[src/rtl/memory_access_pkg.sv]
// ============================================================================
// Module      : memory_access_pkg
// Description : Shared widths and load/store operation codes for the
//               memory access stage.
// Revision    : 1.0 - initial release
// ============================================================================
`timescale 1ns/1ps
`default_nettype none

package memory_access_pkg;

    localparam int CPU_REGNO_WIDTH = 5;
    localparam int CPU_REG_WIDTH   = 32;
    localparam int CPU_ADDR_WIDTH  = 32;
    localparam int CPU_DATA_WIDTH  = 32;
    localparam int CPU_LSUOP_WIDTH = 2;

    localparam logic [CPU_LSUOP_WIDTH-1:0] CPU_LSU_IDLE  = 2'd0;
    localparam logic [CPU_LSUOP_WIDTH-1:0] CPU_LSU_BYTE  = 2'd1;
    localparam logic [CPU_LSUOP_WIDTH-1:0] CPU_LSU_HWORD = 2'd2;
    localparam logic [CPU_LSUOP_WIDTH-1:0] CPU_LSU_WORD  = 2'd3;

endpackage

`default_nettype wire

[src/rtl/memory_access_mem_align.sv]
// ============================================================================
// Module      : mem_align
// Description : Big-endian byte-lane steering: byte enables and replicated
//               write data for stores, lane extraction and extension for loads.
// Revision    : 1.0 - initial release
// ============================================================================
`timescale 1ns/1ps
`default_nettype none

module mem_align
    import memory_access_pkg::*;
(
    input  logic [CPU_LSUOP_WIDTH-1:0] i_op,
    input  logic [1:0]                 i_addr_lo,
    input  logic                       i_ext,
    input  logic [CPU_DATA_WIDTH-1:0]  i_wdata,
    input  logic [CPU_DATA_WIDTH-1:0]  i_rdata,
    output logic [3:0]                 o_ben,
    output logic [CPU_DATA_WIDTH-1:0]  o_wdata,
    output logic [CPU_DATA_WIDTH-1:0]  o_load
);

    logic [7:0]  w_byte;
    logic [15:0] w_half;

    // Lane 0 (addr[1:0]==0) lives in the most significant byte.
    always_comb begin
        w_byte = 8'h00;
        case (i_addr_lo)
            2'd0:    w_byte = i_rdata[31:24];
            2'd1:    w_byte = i_rdata[23:16];
            2'd2:    w_byte = i_rdata[15:8];
            default: w_byte = i_rdata[7:0];
        endcase
    end

    assign w_half = i_addr_lo[1] ? i_rdata[15:0] : i_rdata[31:16];

    always_comb begin
        o_ben   = 4'b0000;
        o_wdata = i_wdata;
        o_load  = i_rdata;
        case (i_op)
            CPU_LSU_BYTE: begin
                o_ben   = 4'b1000 >> i_addr_lo;
                o_wdata = {4{i_wdata[7:0]}};
                o_load  = {{24{i_ext & w_byte[7]}}, w_byte};
            end
            CPU_LSU_HWORD: begin
                o_ben   = i_addr_lo[1] ? 4'b0011 : 4'b1100;
                o_wdata = {2{i_wdata[15:0]}};
                o_load  = {{16{i_ext & w_half[15]}}, w_half};
            end
            CPU_LSU_WORD: begin
                o_ben   = 4'b1111;
                o_wdata = i_wdata;
                o_load  = i_rdata;
            end
            default: begin
                o_ben = 4'b0000;
            end
        endcase
    end

endmodule

`default_nettype wire

[src/rtl/memory_access.sv]
// ============================================================================
// Module      : memory_access
// Description : Memory access pipeline stage; registers the execute result,
//               runs the data-bus request/ready handshake and stalls the core.
// Revision    : 1.0 - initial release
// ============================================================================
`timescale 1ns/1ps
`default_nettype none

module memory_access
    import memory_access_pkg::*;
(
    input  logic                       clk,
    input  logic                       rst,
    input  logic                       i_exec_stall,
    input  logic                       i_fetch_stall,
    output logic                       o_mem_stall,
    input  logic [CPU_REGNO_WIDTH-1:0] i_rd_no,
    input  logic [CPU_REG_WIDTH-1:0]   i_alu_result,
    input  logic [CPU_LSUOP_WIDTH-1:0] i_lsu_op,
    input  logic                       i_lsu_lns,
    input  logic                       i_lsu_ext,
    input  logic [CPU_DATA_WIDTH-1:0]  i_mem_data,
    output logic [CPU_REGNO_WIDTH-1:0] o_rd_no,
    output logic [CPU_REG_WIDTH-1:0]   o_rd_val,
    output logic [CPU_ADDR_WIDTH-1:0]  o_dbus_addr,
    output logic                       o_dbus_cmd,
    output logic                       o_dbus_rnw,
    output logic [CPU_DATA_WIDTH-1:0]  o_dbus_wdata,
    output logic [3:0]                 o_dbus_ben,
    input  logic                       i_dbus_rdy,
    input  logic [CPU_DATA_WIDTH-1:0]  i_dbus_data
);

    typedef enum logic [1:0] {
        c_ST_IDLE = 2'd0,
        c_ST_BUSY = 2'd1,
        c_ST_DONE = 2'd2
    } state_t;

    state_t                       r_state;
    state_t                       w_state_next;

    logic [CPU_REGNO_WIDTH-1:0]   r_rd_no;
    logic [CPU_REG_WIDTH-1:0]     r_alu;
    logic [CPU_LSUOP_WIDTH-1:0]   r_op;
    logic                         r_lns;
    logic                         r_ext;
    logic [CPU_DATA_WIDTH-1:0]    r_wdata;
    logic [CPU_DATA_WIDTH-1:0]    r_load;

    logic                         w_core_stall;
    logic                         w_complete;
    logic [3:0]                   w_ben;
    logic [CPU_DATA_WIDTH-1:0]    w_wdata;
    logic [CPU_DATA_WIDTH-1:0]    w_load;

    // Stall is a pure state decode so i_dbus_rdy never reaches it combinationally.
    assign o_mem_stall  = (r_state == c_ST_BUSY);
    assign w_core_stall = o_mem_stall | i_exec_stall | i_fetch_stall;
    assign w_complete   = (r_state == c_ST_BUSY) & i_dbus_rdy;

    always_ff @(posedge clk) begin
        if (rst) begin
            r_rd_no <= '0;
            r_alu   <= '0;
            r_op    <= CPU_LSU_IDLE;
            r_lns   <= 1'b0;
            r_ext   <= 1'b0;
            r_wdata <= '0;
        end else if (!w_core_stall) begin
            r_rd_no <= i_rd_no;
            r_alu   <= i_alu_result;
            r_op    <= i_lsu_op;
            r_lns   <= i_lsu_lns;
            r_ext   <= i_lsu_ext;
            r_wdata <= i_mem_data;
        end
    end

    always_ff @(posedge clk) begin
        if (rst) begin
            r_load <= '0;
        end else if (w_complete) begin
            r_load <= w_load;
        end
    end

    always_ff @(posedge clk) begin
        if (rst) begin
            r_state <= c_ST_IDLE;
        end else begin
            r_state <= w_state_next;
        end
    end

    always_comb begin
        w_state_next = r_state;
        case (r_state)
            c_ST_BUSY: begin
                if (i_dbus_rdy) begin
                    w_state_next = c_ST_DONE;
                end
            end
            default: begin
                if (!w_core_stall) begin
                    w_state_next = (i_lsu_op != CPU_LSU_IDLE) ? c_ST_BUSY : c_ST_IDLE;
                end
            end
        endcase
    end

    always_comb begin
        o_dbus_cmd = 1'b0;
        o_rd_no    = r_rd_no;
        o_rd_val   = r_alu;
        case (r_state)
            c_ST_BUSY: begin
                o_dbus_cmd = 1'b1;
                o_rd_no    = '0;
            end
            c_ST_DONE: begin
                if (r_lns) begin
                    o_rd_val = r_load;
                end else begin
                    o_rd_no = '0;
                end
            end
            default: begin
                o_dbus_cmd = 1'b0;
            end
        endcase
    end

    mem_align u_mem_align (
        .i_op      (r_op),
        .i_addr_lo (r_alu[1:0]),
        .i_ext     (r_ext),
        .i_wdata   (r_wdata),
        .i_rdata   (i_dbus_data),
        .o_ben     (w_ben),
        .o_wdata   (w_wdata),
        .o_load    (w_load)
    );

    // Bus fields come straight from the held registers, so they stay stable for the whole transaction.
    assign o_dbus_addr  = {r_alu[CPU_ADDR_WIDTH-1:2], 2'b00};
    assign o_dbus_rnw   = (r_op == CPU_LSU_IDLE) | r_lns;
    assign o_dbus_wdata = w_wdata;
    assign o_dbus_ben   = w_ben;

endmodule

`default_nettype wire

[config.mk]
export PLATFORM = sky130hd
export DESIGN_NAME = memory_access
export DESIGN_NICKNAME = d
export VERILOG_FILES = /design/src/rtl/memory_access_pkg.sv /design/src/rtl/memory_access_mem_align.sv /design/src/rtl/memory_access.sv
export SDC_FILE = /design/constraint.sdc
export NUM_CORES = 1
export LEC_CHECK = 0
export ABC_CLOCK_PERIOD_IN_PS = 3300
export BUFFER_PORTS_ARGS = -buffer_cell sky130_fd_sc_hd__buf_2
export CAP_MARGIN = 15
export CORE_MARGIN = 8
export CORE_UTILIZATION = 50
export DETAILED_ROUTE_END_ITERATION = 10
export GPL_ROUTABILITY_DRIVEN = 0
export GPL_TIMING_DRIVEN = 1
export PLACE_DENSITY = 0.8
export SYNTH_ARGS = -nofsm -noshare
export SYNTH_HDL_FRONTEND = slang
export SYNTH_SLANG_ARGS = --single-unit
[constraint.sdc]
create_clock -name clk -period 3.3 [get_ports clk]
set_clock_uncertainty 0.2 [all_clocks]
set_input_delay 0.66 -clock clk [delete_from_list [all_inputs] [get_ports clk]]
set_output_delay 0.66 -clock clk [all_outputs]
set_load 0.005 [all_outputs]
Word-level counts from Yosys, hierarchy flattened
Cells that the tools add are included.
- $add $sub $neg: 0
- multiply operators: 0
- divide/modulo/power cells: 0
- $lt $le $gt $ge: 0
- equal/unequal tests: 9
- shift-type cells: 1
- muxes and demuxes: 15
- bitwise operators: 6
- reductions and logical operators: 4
- operators by type and width (kind ; number):
    $pmux W32 S2 ; 2
    $mux W32 ; 2
    $pmux W8 S3 ; 1
    $mux W16 ; 1
    $pmux W4 S3 ; 1
    $pmux W5 S2 ; 1
    $eq A2 B2 Y1 const B ; 4
    $eq A2 B1 Y1 const B ; 3
    $mux W2 ; 3
    $mux W5 ; 1
    $logic_not A2 Y1 ; 2
    $mux W4 ; 1
    $shr A4 B2 Y4 const A ; 1
    $and A1 B1 Y1 ; 3
    $or A1 B1 Y1 ; 3
    $mux W1 ; 2
    $ne A2 B1 Y1 const B ; 1
    $ne A2 B2 Y1 const B ; 1
    $reduce_and A2 Y1 ; 1
    $reduce_bool A2 Y1 ; 1
- flip-flop bits (word level): 107
- latch bits: 0
- bits in writable memories: 0
- ROM bits: 0
- word-level logic and storage cells: 43
- memories kept: 0

Longest topological paths before layout
Gate-level depths: netlist of the first run.
- depth in word-level cells: 5
- mapped depth: 8

Cells and area by module
From an unflattened synthesis of the first run, not the netlist that was laid out.
- cell total of the unflattened synthesis: 738
- area total of the unflattened synthesis: 5662.9 µm²
- by module, submodules not included (module ; instances ; cells each ; area an instance (µm²)):
    memory_access ; 1 ; 548 ; 4410.5
    mem_align ; 1 ; 190 ; 1252.5

Worst setup path after synthesis of the first run
OpenSTA, ideal clock, no wires.
- kind: reg2out
- from: register r_op[0]
- to: output o_dbus_wdata[18]
- data arrival time: 1.438 ns
- required time: 2.440 ns
- slack: 1.002 ns
- stages on the path, launching flop included: 7
- cell sequence: dfxtp_1 -> inv_1 -> ha_1 -> buf_2 -> buf_1 -> nand2_1 -> o2bb2ai_1
- longest elaborated chain between the ends: 2
- elaborated cells between the ends (all ways): 3
- ends and longest elaborated chain (element ; line ; RTL):
    start, declared ; memory_access.sv:46 ; logic [CPU_LSUOP_WIDTH-1:0] r_op;
    start signal, assigned ; memory_access.sv:74 ; r_op <= i_lsu_op;
    $eq A2 B2 Y1 / $eq A2 B1 Y1 (equally long branches) ; memory_access_mem_align.sv:43 ; case (i_op)
    $pmux W32 S2 * ; memory_access_mem_align.sv:43 ;
    end, declared ; memory_access.sv:29 ; output logic [CPU_DATA_WIDTH-1:0] o_dbus_wdata,
Every way passes the cells marked *; elsewhere a longest branch is shown, timed or not.

Worst setup path in the final report of the first run
- from: register r_op[0]
- to: output o_dbus_wdata[13]
Same word-level chain as after synthesis.

==> results of run 1 <==
-- layout make-up --
class	count	share of cell area (%)
Tap cell	143	2.65
Multi-Input combinational cell	494	43.4
Clock buffer	13	3.85
Inverter	8	0.444
Timing Repair Buffer	227	17.3
Clock inverter	3	0.685
Sequential cell	107	31.7
-- layout by cell type, fill, tap and decap left out, types with 3 or more instances in the layout --
cell       Yosys  final
a21oi_1       98     98
a221oi_1      32     32
a222oi_1       5      5
a22o_1         8      8
a22oi_1       13     13
a31oi_1        6      6
and2_1         4      4
and3b_1        3      3
buf_2         24    215
buf_4         42     12
clkbuf_16      0      9
dfxtp_1      107    107
ha_1           6      6
inv_1          8      8
mux2_2        40     40
nand2_1      177    177
nand3_1        7      7
nor2_1        15     15
nor2b_1        8      8
o211ai_1       8      8
o21ai_0       31     31
o2bb2ai_1      8      8
-- state kept, by name, summed over array words and instances, names as in the netlist --
name,cells
r_lns,1
r_ext,1
r_alu,32
r_state,2
r_op,2
r_load,32
r_rd_no,5
r_wdata,32
-- worst reg2reg max path: stages, from the launching register on --
cell	delay, ns
dfxtp_1	0.38
inv_1	0.08
ha_1	0.49
buf_4	0.28
nor2b_1	0.39
a32oi_1	0.20
a311oi_1	0.28
-- routing by layer --
metal / wire length, µm / track usage, %
met4: 490 / 9.82
met2: 8320 / 37.5
met3: 1720 / 5.57
met5: 8 / 0
met1: 7420 / 28.4
-- power breakdown --
| part | switching [µW] | total, µW | leakage, µW | internal, µW |
|---|---|---|---|---|
| combinational | 282 | 486 | 0.00202 | 204 |
| sequential | 45.6 | 1400 | 0.000872 | 1350 |
| clock | 485 | 1120 | 0.000146 | 633 |
| total | 812 | 3000 | 0.00304 | 2190 |
-- kinds of logic (layout without fill, tap and decap cells) --
logic type | count (synthesis) | after routing | synth area share (%)
other cells | 1 | 2 | 0.0657
fa+ha+maj | 6 | 6 | 1.32
flops | 107 | 107 | 37.5
buf+inv | 110 | 251 | 11.2
mux | 41 | 41 | 8.16
simple gates | 220 | 220 | 15.7
compound gates | 225 | 225 | 26.0
-- path summary, 6_finish.rpt --
check                  start               end  slack (ns)  cells after the start
setup reg to reg     r_op[0]         r_load[6]        0.92                      6
hold / removal    r_rd_no[3]        r_rd_no[3]        0.25                      2
setup / recovery     r_op[0]  o_dbus_wdata[13]        0.28                      5
hold reg to reg   r_rd_no[3]        r_rd_no[3]        0.25                      2
-- metrics by stage --
stage	std cells	setup WS [ns]	total power [µW]	instance area, µm²
after floorplan	711	1.00	1730	5710
after global placement	979	0.724	1900	6450
after detailed placement	979	0.664	1910	6450
after CTS	995	0.278	3020	6760
after global routing	995	0.141	3130	6760
final	995	0.280	3000	6760
==> summary.md, run 1 <==
| Metric | Value |
|---|---|
| Synth area leader | dfxtp_1 |
| Top FF cell, synth | dfxtp_1 |
| Most common cell in the netlist | nand2_1 |
| Count of final hold-check violations | 0 |
| Pleak | 0.00304 µW |
| Fin util | 60.0% |
| Largest net degree at the start of global routing | 76 |
| CP peak stage delay | 0.49 ns |
| Clock Pin Slew Worst Setup and Hold Paths | 0.07 ns |
| CTS Sinks | 107 |
| Rel. slew slack | 43.3% |
| Clk Latency, worst-skew pair | 0.35 ns |
| Synth warnings | 0 |
| Htree depth | 3 |
| Clk buf depth | 2 |
| Footprint of the multi-input gates | roughly 3000 µm² |
| Antenna Cells | 0 |
| Final WL | 18,000 µm |
| Type of the worst min-delay path | reg2reg |
| F_max | 331 MHz |
| Final net count | 963 |
| First-pass GRT wire length | 27,600 µm |
| Fillers | 1,052 |
| Final setup violation count | 0 |
| Final hold slack | 0.249 ns |
| WP data required | between 2 and 2.5 ns |
| Share of layout cells above drive strength 1 | 34.3% |
| Vias/cell | between 5 and 6 |
| Worst EP arrival | about 2.2 ns |
| Iter 0 DRT Violations | roughly 440 |
| Element type at the critical path end | primary output |
| CP bufs+invs | 2 |
| Post-synth cell types | between 40 and 50 |
| Startpoint types | flip-flop |
| Synth Instances | 710 |
| I/O pin total | 218 |
| Worst VDD drop | approximately 0.32 mV |
| Wire per inst | 18.0 µm |
| Number of synthesized flops with an enable pin | 0 |
| DIE HEIGHT | 123 µm |
| Fin crit period | ~3 ns |
| # resized after CTS | 0 |
| CORE AREA | 11,300 µm² |
| ANT nets after route | 0 |
| Register area share after synthesis | between 30% and 40% |
| Power Dens Cells | 444 nW/µm² |
| Initial antenna violation count | 1 |
| Setup Fix Bufs, Post-CTS | 0 |
| Register Area | between 2000 and 2500 µm² |
| Initial DRT Pass Iterations | 6 |
| Die width | 123 µm |
| Critical path class | reg2out |
| Max-slew violation count | 0 |
| Max cap viols | 0 |
| Gr ovfl total | 0 |
| CTS buffer count | 9 |
| Root Driver | clkbuf_16 |
| CP max stage cell | ha_1 |
| Detailed placement HPWL | 13,000 µm |
| RSZ-0062 raised after global routing | no |
| Post-CTS Hold Buffers | 0 |
| # port buffers | 215 |
| Post-Syn Area per Cell | 8.04 µm² |
| Count of state elements after synthesis | 107 |
| Worst slew pin tran | 0.850 ns |
| GRT Overall Usage | 23.0% |
| Status | finished clean |
| Delay-heaviest family, CP | adder cells |
| Critical path fanouts, max | 15 |
| Post-route DRC | 0 |
| Die ar. | around 15,000 µm² |
| Post-synth ARST share | 0% |
| Area growth syn-to-layout | 18.4% |
| Synth top cells by count | 177 x nand2_1, 107 x dfxtp_1, 98 x a21oi_1 |
| Final setup TNS | 0 ns |
| Vias | 5,588 |
| Synth Cell Area | about 5700 µm² |
| Cell Chain, Critical Path | inv_1, ha_1, nand2b_1, a22o_1, buf_2 |
| Cells taking the most area after synthesis | dfxtp_1 38%, nand2_1 12%, a21oi_1 8.6% |
| Site Rows | 39 |
| TritonCTS clock tree | yes |
| Initial Util | 50.6% |
| Number of global-route vias before repair | 5,201 |
| Synth top area share | 37.5% |
| Final period util | roughly 92% |
No activity file was read; power rests on OpenSTA's default activity.
==> run 2, diff against run 1 <==
CORE_ASPECT_RATIO = 1.5   (was not set)
==> run 2 against run 1 <==
Compared with the run above: clock-buffer cell count is 2 lower; clock power shrank 7%; maximum frequency down 2.3%; flip-flop and latch count did not move; non-clock buffer count down 1; combinational power down 1%; wire length fell by 1.3%; global-route usage down 0.14 points; largest cell class unchanged; critical path depth unchanged; sequential power hardly changed; utilization shrank 0.43 points.
==> summary.md, run 2 (same netlist as run 1, synthesis figures left out) <==
| Metric | Value |
|---|---|
| DIE HEIGHT | approximately 150 µm |
| CP bufs+invs | 2 |
| Share of layout cells above drive strength 1 | 34.4% |
| CP max stage cell | ha_1 |
| Initial DRT Pass Iterations | 5 |
| Origin of the worst setup path | r_op[0] |
| Initial Util | 50.3% |
| Die ar. | 15,200 µm² |
| Power Dens Cells | 432 nW/µm² |
| Detailed placement HPWL | 13,000 µm |
| Area growth syn-to-layout | 18.4% |
| CORE AREA | 11,400 µm² |
| Critical R2R Launch | r_op[0] |
| RSZ-0062 raised after global routing | no |
| CTS Sinks | 107 |
| Final hold slack | 0.252 ns |
| Fillers | 1,086 |
| Fin cells | roughly 1,000 |
| Setup Fix Bufs, Post-CTS | 0 |
| Number of cells after detailed placement | 985 |
| Final net count | 962 |
| Largest regs | r_alu x32, r_load x32, r_wdata x32 |
| Stages on the worst setup path | 5 |
| M3 GR Usage | between 5 and 6% |
| Worst hold stages | 2 |
| Vias | 5,660 |
| R2r setup slk | 0.81 ns |
| Vias/cell | 5.65 |
| Post-route DRC | 0 |
| CP peak stage delay | 0.56 ns |
| Iter 0 DRT Violations | about 320 |
| ANT nets after route | 0 |
| Element type at the critical path end | primary output |
| Count of final hold-check violations | 0 |
| CTS buffer count | 9 |
| Clock Pin Slew Worst Setup and Hold Paths | 0.07 ns |
| Gr ovfl total | 0 |
| PnR Total Power | 2920 µW |
| # port buffers | 215 |
| Final setup violation count | 0 |
| Delay-heaviest family, CP | adder cells |
| Clk buf depth | 2 |
| Pleak | 0.00304 µW |
| Post-CTS Hold Buffers | 0 |
| Max-slew violation count | 0 |
| Worst EP arrival | 2.23 ns |
| Root Driver | clkbuf_16 |
| Final setup TNS | 0 ns |
| Rel. slew slack | 44.0% |
| F_max | 323 MHz |
| Startpoint types | flip-flop |
| Htree depth | 3 |
| Commonest non-fill, non-tap cell in the layout | buf_2 |
| Critical path class | reg2out |
| Status | finished clean |
| Grt peak-use layer | met2 |
| Fin util | ~60% |
| Max cap viols | 0 |
| Final WL | 17,700 µm |
| GRT met1 Usage | 25.9% |
| Clk Latency, worst-skew pair | around 0.34 ns |
| Cell Chain, Critical Path | inv_1, ha_1, nand2b_1, a22o_1, buf_2 |
| First-pass GRT wire length | 27,600 µm |
| CP Capture Point | o_dbus_wdata[15] |
| Critical path fanouts, max | 16 |
| Die width | 103 µm |
| I/O pin total | 218 |
| Type of the worst min-delay path | reg2reg |
| Number of global-route vias before repair | ~5,400 |
| TritonCTS clock tree | yes |
| GRT Overall Usage | 22.9% |
| Fin crit period | 3.09 ns |
| Met2 Usage GRT | 38.9% |
| Final period util | roughly 94% |
| Site Rows | 48 |
| Most frequent cells in the layout | 215 x buf_2, 177 x nand2_1, 107 x dfxtp_1 |
| WP data required | 2.44 ns |
| Worst slew pin tran | 0.841 ns |
| Initial antenna violation count | 1 |
| Largest net degree at the start of global routing | 76 |
| # resized after CTS | 0 |
| R2R Path End | r_load[5] |
| R2r worst-path depth | 6 |
| Worst VDD drop | 0.309 mV |
| Wire per inst | about 18 µm |
run 2: changes by cell type in the layout (fill, tap and decap cells not counted), sizes merged:
cell | before | now
clkinv | 1 | 4
clkbuf | 13 | 11
buf | 227 | 226
bufinv | 1 | 0
clkinvlp | 1 | 0
diode | 0 | 1
inv | 8 | 9
run 2: metal layers:
layer	routed length, µm	part of all wire [%]
met5	0	0
met4	676	3.8
met3	1510	8.5
met2	8810	50
met1	6730	38
run 2: tightest hold or removal path, delay by kind of cell (launching register included):
family	cells	cell delay, ns
DFF	1	0.31
and+or+nand+nor	1	0.05
AOI/OAI and AO/OA	1	0.05
run 2: worst min-delay path by stage:
| stage | from | to | slack, ns |
|---|---|---|---|
| 2_1_floorplan | r_rd_no[0] | r_rd_no[0] | 0.23 |
| 3_3_place_gp | r_rd_no[3] | r_rd_no[3] | 0.24 |
| 3_5_place_dp | r_rd_no[0] | r_rd_no[0] | 0.24 |
| 4_1_cts | r_rd_no[0] | r_rd_no[0] | 0.25 |
| 5_1_grt | r_rd_no[0] | r_rd_no[0] | 0.27 |
| 6_report | r_rd_no[0] | r_rd_no[0] | 0.25 |
run 2: final cells by class:
class                   instances  area [µm²]  area share (%)
clock inverters                 5        36.3           0.537
diodes                          1        2.50          0.0370
repair buffers                226        1170            17.3
clock buffers                  11         253            3.74
inverters                       8        30.0           0.444
multi-input cells             494        2940            43.4
flip-flops and latches        107        2140            31.7
well taps                     150         188            2.78
run 2: report_power, final:
part / leakage (µW) / internal [µW] / switching [µW]
combinational: 0.00202 / 205 / 276
sequential: 0.000872 / 1350 / 46.9
clock: 0.000146 / 557 / 485
total: 0.00304 / 2110 / 808
run 2: through the flow:
stage / worst slack (ns) / cell area (µm²)
finish: 0.208 / 6760
global route: 0.0283 / 6760
CTS: 0.223 / 6760
detailed placement: 0.611 / 6470
global placement: 0.672 / 6470
floorplan: 1.00 / 5710
